`config.mk`:
```
export PLATFORM = sky130hd
export DESIGN_NAME = usb_phy_tx
export DESIGN_NICKNAME = d
export VERILOG_FILES = /design/src/rtl/usb_phy_tx.sv
export SDC_FILE = /design/constraint.sdc
export NUM_CORES = 1
export LEC_CHECK = 0
export BUFFER_PORTS_ARGS = -buffer_cell sky130_fd_sc_hd__buf_2
export CAP_MARGIN = 10
export CORE_MARGIN = 2
export CORE_UTILIZATION = 60
export DETAILED_ROUTE_END_ITERATION = 10
export MAX_ROUTING_LAYER = met4
export PLACE_DENSITY_LB_ADDON = 0.2
export SETUP_SLACK_MARGIN = 0.02
export SLEW_MARGIN = 30
export SYNTH_ARGS = -nofsm -noshare
export SYNTH_HDL_FRONTEND = slang
export SYNTH_SLANG_ARGS = --single-unit
```
`constraint.sdc`:
```
create_clock -name clk -period 6.39 [get_ports clk]
set_input_delay 1.278 -clock clk [delete_from_list [all_inputs] [get_ports clk]]
set_output_delay 1.278 -clock clk [all_outputs]
set_load 0.02 [all_outputs]
```
`src/rtl/usb_phy_tx.sv`:
```
// USB PHY transmitter: frames link-layer bytes with SYNC, serialises them
// LSB first with bit stuffing and NRZI, closes with EOP, and turns a cancel
// or an empty hold register into a bit-stuff-error abort followed by EOP.
module usb_phy_tx #(
  parameter int CLK_DIV   = 4,
  parameter bit LOW_SPEED = 1'b0
) (
  input  logic       clk,
  input  logic       rst_n,
  input  logic       tx_lp_sop,
  input  logic       tx_lp_eop,
  input  logic       tx_lp_valid,
  output logic       tx_lp_ready,
  input  logic [7:0] tx_lp_data,
  input  logic       tx_lp_cancle,
  output logic       usb_dp_o,
  output logic       usb_dn_o,
  output logic       usb_oe,
  output logic       tx_done,
  output logic       tx_underrun
);

  localparam int DIV_W = $clog2(CLK_DIV);
  localparam logic [DIV_W-1:0] DIV_LAST = DIV_W'(CLK_DIV - 1);

  typedef enum logic [2:0] {
    S_IDLE,
    S_SYNC,
    S_DATA,
    S_ABORT,
    S_EOP_SE0,
    S_EOP_J
  } state_t;

  state_t           r_state, w_state_nxt;
  logic [DIV_W-1:0] r_div, w_div_nxt;
  logic [3:0]       r_bitcnt, w_bitcnt_nxt;
  logic [2:0]       r_ones, w_ones_nxt;
  logic [7:0]       r_shift, w_shift_nxt;
  logic             r_shift_eop, w_shift_eop_nxt;
  logic [7:0]       r_hold, w_hold_nxt;
  logic             r_hold_eop, w_hold_eop_nxt;
  logic             r_hold_full, w_hold_full_nxt;
  logic             r_eop_acc, w_eop_acc_nxt;
  logic             r_cancel, w_cancel_nxt;
  logic             r_line, w_line_nxt;      // 1 = J, 0 = K
  logic             r_se0, w_se0_nxt;
  logic             r_oe, w_oe_nxt;
  logic             r_done, w_done_nxt;
  logic             r_underrun, w_underrun_nxt;
  logic             r_live;

  logic w_acc, w_bnd, w_load, w_abort, w_emit, w_bit;

  // Ready is held low for the first cycle after reset, then follows buffer state.
  assign tx_lp_ready = r_live && !r_hold_full && !r_eop_acc &&
                       (r_state == S_IDLE || r_state == S_SYNC || r_state == S_DATA);
  assign w_acc       = tx_lp_valid && tx_lp_ready;
  assign w_bnd       = (r_div == DIV_LAST);

  assign usb_oe      = r_oe;
  assign usb_dp_o    = !r_se0 && (r_line ^ LOW_SPEED);
  assign usb_dn_o    = !r_se0 && !(r_line ^ LOW_SPEED);
  assign tx_done     = r_done;
  assign tx_underrun = r_underrun;

  // Next-state and next-symbol decision; symbols change only at bit boundaries.
  always_comb begin
    w_state_nxt     = r_state;
    w_div_nxt       = r_div;
    w_bitcnt_nxt    = r_bitcnt;
    w_ones_nxt      = r_ones;
    w_shift_nxt     = r_shift;
    w_shift_eop_nxt = r_shift_eop;
    w_hold_nxt      = r_hold;
    w_hold_eop_nxt  = r_hold_eop;
    w_hold_full_nxt = r_hold_full;
    w_eop_acc_nxt   = r_eop_acc;
    w_cancel_nxt    = r_cancel;
    w_line_nxt      = r_line;
    w_se0_nxt       = r_se0;
    w_oe_nxt        = r_oe;
    w_done_nxt      = 1'b0;
    w_underrun_nxt  = 1'b0;
    w_load          = 1'b0;
    w_abort         = 1'b0;
    w_emit          = 1'b0;
    w_bit           = 1'b0;

    if (r_state != S_IDLE) begin
      w_div_nxt = w_bnd ? '0 : r_div + 1'b1;
    end

    // While a packet is live, accepted beats fill the hold register (sop ignored)
    // and a cancel request is latched until the next bit boundary.
    if (r_state == S_SYNC || r_state == S_DATA) begin
      if (tx_lp_cancle) begin
        w_cancel_nxt = 1'b1;
      end
      if (w_acc) begin
        w_hold_nxt      = tx_lp_data;
        w_hold_eop_nxt  = tx_lp_eop;
        w_hold_full_nxt = 1'b1;
        if (tx_lp_eop) begin
          w_eop_acc_nxt = 1'b1;
        end
      end
    end

    case (r_state)
      S_IDLE: begin
        // Beats without sop are simply dropped here.
        if (w_acc && tx_lp_sop) begin
          w_hold_nxt      = tx_lp_data;
          w_hold_eop_nxt  = tx_lp_eop;
          w_hold_full_nxt = 1'b1;
          w_eop_acc_nxt   = tx_lp_eop;
          w_state_nxt     = S_SYNC;
          w_bitcnt_nxt    = '0;
          w_div_nxt       = '0;
          w_oe_nxt        = 1'b1;
          w_cancel_nxt    = 1'b0;
          w_emit          = 1'b1;
          w_bit           = 1'b0;
        end
      end
      S_SYNC: begin
        if (w_bnd) begin
          if (r_cancel) begin
            w_abort = 1'b1;
          end else if (r_bitcnt != 4'd7) begin
            // SYNC pattern is seven 0s then a single 1.
            w_bitcnt_nxt = r_bitcnt + 4'd1;
            w_emit       = 1'b1;
            w_bit        = (r_bitcnt == 4'd6);
          end else if (r_hold_full) begin
            w_load = 1'b1;
          end else begin
            w_underrun_nxt = 1'b1;
            w_abort        = 1'b1;
          end
        end
      end
      S_DATA: begin
        if (w_bnd) begin
          if (r_cancel) begin
            w_abort = 1'b1;
          end else if (r_ones == 3'd6) begin
            // Stuffed 0: the shift register does not advance.
            w_emit = 1'b1;
            w_bit  = 1'b0;
          end else if (r_bitcnt != 4'd8) begin
            w_emit       = 1'b1;
            w_bit        = r_shift[0];
            w_shift_nxt  = {1'b0, r_shift[7:1]};
            w_bitcnt_nxt = r_bitcnt + 4'd1;
          end else if (r_shift_eop) begin
            w_state_nxt  = S_EOP_SE0;
            w_se0_nxt    = 1'b1;
            w_bitcnt_nxt = '0;
          end else if (r_hold_full) begin
            w_load = 1'b1;
          end else begin
            w_underrun_nxt = 1'b1;
            w_abort        = 1'b1;
          end
        end
      end
      S_ABORT: begin
        // Eight held bit times of 1s form the deliberate stuff error.
        w_hold_full_nxt = 1'b0;
        if (w_bnd) begin
          if (r_bitcnt == 4'd7) begin
            w_state_nxt  = S_EOP_SE0;
            w_se0_nxt    = 1'b1;
            w_bitcnt_nxt = '0;
          end else begin
            w_bitcnt_nxt = r_bitcnt + 4'd1;
          end
        end
      end
      S_EOP_SE0: begin
        if (w_bnd) begin
          if (r_bitcnt == 4'd1) begin
            w_state_nxt  = S_EOP_J;
            w_se0_nxt    = 1'b0;
            w_line_nxt   = 1'b1;
            w_bitcnt_nxt = '0;
          end else begin
            w_bitcnt_nxt = r_bitcnt + 4'd1;
          end
        end
      end
      S_EOP_J: begin
        if (w_bnd) begin
          w_state_nxt   = S_IDLE;
          w_oe_nxt      = 1'b0;
          w_done_nxt    = 1'b1;
          w_line_nxt    = 1'b1;
          w_div_nxt     = '0;
          w_bitcnt_nxt  = '0;
          w_eop_acc_nxt = 1'b0;
          w_cancel_nxt  = 1'b0;
          w_ones_nxt    = '0;
        end
      end
      default: begin
        w_state_nxt = S_IDLE;
      end
    endcase

    // Move the held byte into the shift register and send its first bit.
    if (w_load) begin
      w_state_nxt     = S_DATA;
      w_shift_nxt     = {1'b0, r_hold[7:1]};
      w_shift_eop_nxt = r_hold_eop;
      w_hold_full_nxt = 1'b0;
      w_bitcnt_nxt    = 4'd1;
      w_emit          = 1'b1;
      w_bit           = r_hold[0];
    end

    // Abort keeps the line where it is; any pending stuff bit is dropped.
    if (w_abort) begin
      w_state_nxt     = S_ABORT;
      w_bitcnt_nxt    = '0;
      w_ones_nxt      = '0;
      w_cancel_nxt    = 1'b0;
      w_hold_full_nxt = 1'b0;
    end

    // NRZI: a 0 toggles the line, a 1 holds it and extends the run of ones.
    if (w_emit) begin
      if (w_bit) begin
        w_ones_nxt = r_ones + 3'd1;
      end else begin
        w_line_nxt = ~r_line;
        w_ones_nxt = '0;
      end
    end
  end

  // State and datapath registers; reset truncates any packet without EOP.
  always_ff @(posedge clk) begin
    if (!rst_n) begin
      r_state     <= S_IDLE;
      r_div       <= '0;
      r_bitcnt    <= '0;
      r_ones      <= '0;
      r_shift     <= '0;
      r_shift_eop <= 1'b0;
      r_hold      <= '0;
      r_hold_eop  <= 1'b0;
      r_hold_full <= 1'b0;
      r_eop_acc   <= 1'b0;
      r_cancel    <= 1'b0;
      r_line      <= 1'b1;
      r_se0       <= 1'b0;
      r_oe        <= 1'b0;
      r_done      <= 1'b0;
      r_underrun  <= 1'b0;
      r_live      <= 1'b0;
    end else begin
      r_state     <= w_state_nxt;
      r_div       <= w_div_nxt;
      r_bitcnt    <= w_bitcnt_nxt;
      r_ones      <= w_ones_nxt;
      r_shift     <= w_shift_nxt;
      r_shift_eop <= w_shift_eop_nxt;
      r_hold      <= w_hold_nxt;
      r_hold_eop  <= w_hold_eop_nxt;
      r_hold_full <= w_hold_full_nxt;
      r_eop_acc   <= w_eop_acc_nxt;
      r_cancel    <= w_cancel_nxt;
      r_line      <= w_line_nxt;
      r_se0       <= w_se0_nxt;
      r_oe        <= w_oe_nxt;
      r_done      <= w_done_nxt;
      r_underrun  <= w_underrun_nxt;
      r_live      <= 1'b1;
    end
  end

endmodule
```
==> flow_summary.toml <==
[global_routing]
grt.total_usage_pct = 26.5
grt_pass1_wl_um = 8400
grt_pass1_vias = 1819
overflow = 0
antenna_found_initial = 0
grt_max_degree = 25

[layout]
drive_gt1_share_pct = 13.4
final_cell_mix = "38 x dfxtp_1, 33 x nand2_1, 32 x nor2_1"
final_common_cell = "dfxtp_1"
diodes = 0
fin_nets = 304
syn_to_final_growth_pct = 7.45
fin_util_pct = 69.2

[power_and_ir_drop]
max-vdd-ir-drop_v = 0.000122
p_leak_uw = 0.000966
power_density_nw_per_um2 = 215

[setup_path]
path_class = "reg -> out"
endpoint_kind = "primary output"
required_ps = 5110
crit_fanout = 17
slowest_delay_ps = 620
startpoint_type = "register"
arrival_ps = 1910
crit_path_cell_trace = "or4b_4, a21oi_1, buf_2"
setup.worst_path.start = "r_state[2]"
cpMaxStageDelayCell = "or4b_4"
r2r-end = "r_shift[5]"
rr_startpoint = "r_state[0]"
ff2ff_path_depth = 6
r2r_slack_ps = 3550
crit_end = "tx_lp_ready"

[place]
dp_hpwl_um = 3620
place_ws_ps = 3600
place.gp.congestion = 0.980
portBuffers = 19

[clocking]
root_buffer = "clkbuf_4"
ctsHoldBuffers = 0
clk_pin_slew_ps = 120
cts_tree = "yes"
post-cts-setup-buffer-count = 0
clock_sinks = 38
htree_num_levels = 2
numCtsBuffers = 5
clk_path_buf_depth = 2
cts_resized = 0
insertion_delay_ps = 350

[worst_hold_path]
hp-class = "reg -> reg"
min_from = "usb_oe"

[floorplan]
ioPinCount = 20
dieArea_um2 = 4170
die-width_um = 64.5
num_rows = 21
die_h_um = 64.5
core-area_um2 = 3420
start_util_pct = 64.4

[drt]
via_count = 2030
via_per_inst = 6.17
drt_first_iter_violations = 208
firstDrtPassIters = 5
antenna_left = 0
routedWlPerCell_um = 15.1
drc = 0
drt-total-wl_um = 4980

[synthesis]
synth_cell_types = 56
syn_area_per_cell_um2 = 8.18
async_flop_share_pct = 0
synth-edff-count = 0
synth_fp_nets = 291
synth_ff_type = "dfxtp_1"
seq_area_frac_synth_pct = 34.6
syn_area_um2 = 2200
synth-seq-cells = 38
syn_inst = 269
ys_warn_count = 0

[timing]
tns_ps = 0
rsz0062_at_grt = "false"
whs_ps = 464
fin_worst_skew_ps = 9.46
fmax_ghz = 0.313
layout_min_cycle_time_ps = 3190
worstMarginPinSlew_ps = 731
finalSetupViolCount = 0
final_max_slew_viol_count = 0
fin_ws_ps = 3200
maxSlewHeadroom_pct = 51.2
hold_viol = 0
timing.final.crit_share_pct = 50.0

[flow_run]
max_cap_viol_count = 0

[status]
outcome = "completed"
## where the power goes
group          internal, uW  switching, uW  total, uW
Combinational          44.8           61.1        106
Clock                  52.9           81.7        135
Sequential              249           19.5        268
Total                   346            162        509
## cells by family (layout without fill, tap and decap cells)
family	Yosys count	after routing	synth area share, %
buf+inv	25	39	4.44
compound gates	67	67	22.1
simple gates	118	118	28.4
xor+xnor	1	1	0.398
mux	12	12	5.52
fa+ha+maj	8	8	4.55
flops	38	38	34.6
## worst max-delay path: cells and delay by family (launching register included)
family,cells,cell delay [ps]
and+or+nand+nor,1,620
buffers and inverters,1,210
DFF,1,510
AOI/OAI and AO/OA,1,220
## flip-flops by register name (all words and copies together) (netlist names)
register and cells:
r_hold 8, r_shift 7, r_bitcnt 4, r_ones 3, r_state 3, r_div 2
r_cancel 1, r_eop_acc 1, r_hold_eop 1, r_hold_full 1, r_line 1, r_live 1
r_se0 1, r_shift_eop 1, tx_done 1, tx_underrun 1, usb_oe 1
## layout make-up
class                   instances  area (um2)
well taps                      46        57.6
repair buffers                 19        95.1
flip-flops and latches         38         761
fillers                       303        1050
clock buffers                   6        51.3
inverters                      12        45.0
clock inverters                 2        12.5
multi-input cells             206        1340
## worst min path at each step
stage                              to  slack [ps]  depth (start not counted)
final                          usb_oe         460                          2
after global routing       r_shift[2]         510                          2
after CTS                      usb_oe         470                          2
after detailed placement       usb_oe         450                          2
after global placement    r_shift_eop         440                          2
after floorplan           r_shift_eop         430                          2
## metal layers
metal	vias to the layer above	global-route usage [%]	routed length, um
li1	989	-	-
met1	938	34.3	2280
met2	91	40.5	2210
met3	12	6.60	386
met4	0	9.31	103
met5	-	-	0
## stage by stage
step	std cells	power, uW	cell area [um2]
5_1_grt	329	535	2360
4_1_cts	329	511	2360
3_3_place_gp	321	374	2300
6_report	329	509	2360
2_1_floorplan	269	349	2200
3_5_place_dp	321	377	2300
## cell usage after synthesis, types with 2 or more instances
master    count  area (um2)
ha_1          8         100
a211oi_1      3        22.5
nand2_1      33         124
inv_1        12        45.0
o21a_1        3        22.5
nor3_1        3        15.0
clkbuf_1      9        33.8
buf_2         3        15.0
mux2i_1      11         110
nand3b_1      6        45.0
a211o_1       3        26.3
dfxtp_1      38         761
and3b_1       4        35.0
o21ai_0      10        50.1
a21boi_0      2        15.0
nand3_1       3        15.0
o221ai_1      3        26.3
or2_2         2        12.5
a31oi_1       3        18.8
a22oi_1       3        22.5
and2_1        4        25.0
nor2b_1       6        37.5
a21oi_1      15        75.1
nor2_1       32         120
a311oi_1      6        52.6
a21o_1        3        22.5
nand4b_1      2        17.5
nor3b_1       5        37.5
and3_1        7        43.8
No activity file was read; power rests on OpenSTA's default activity.
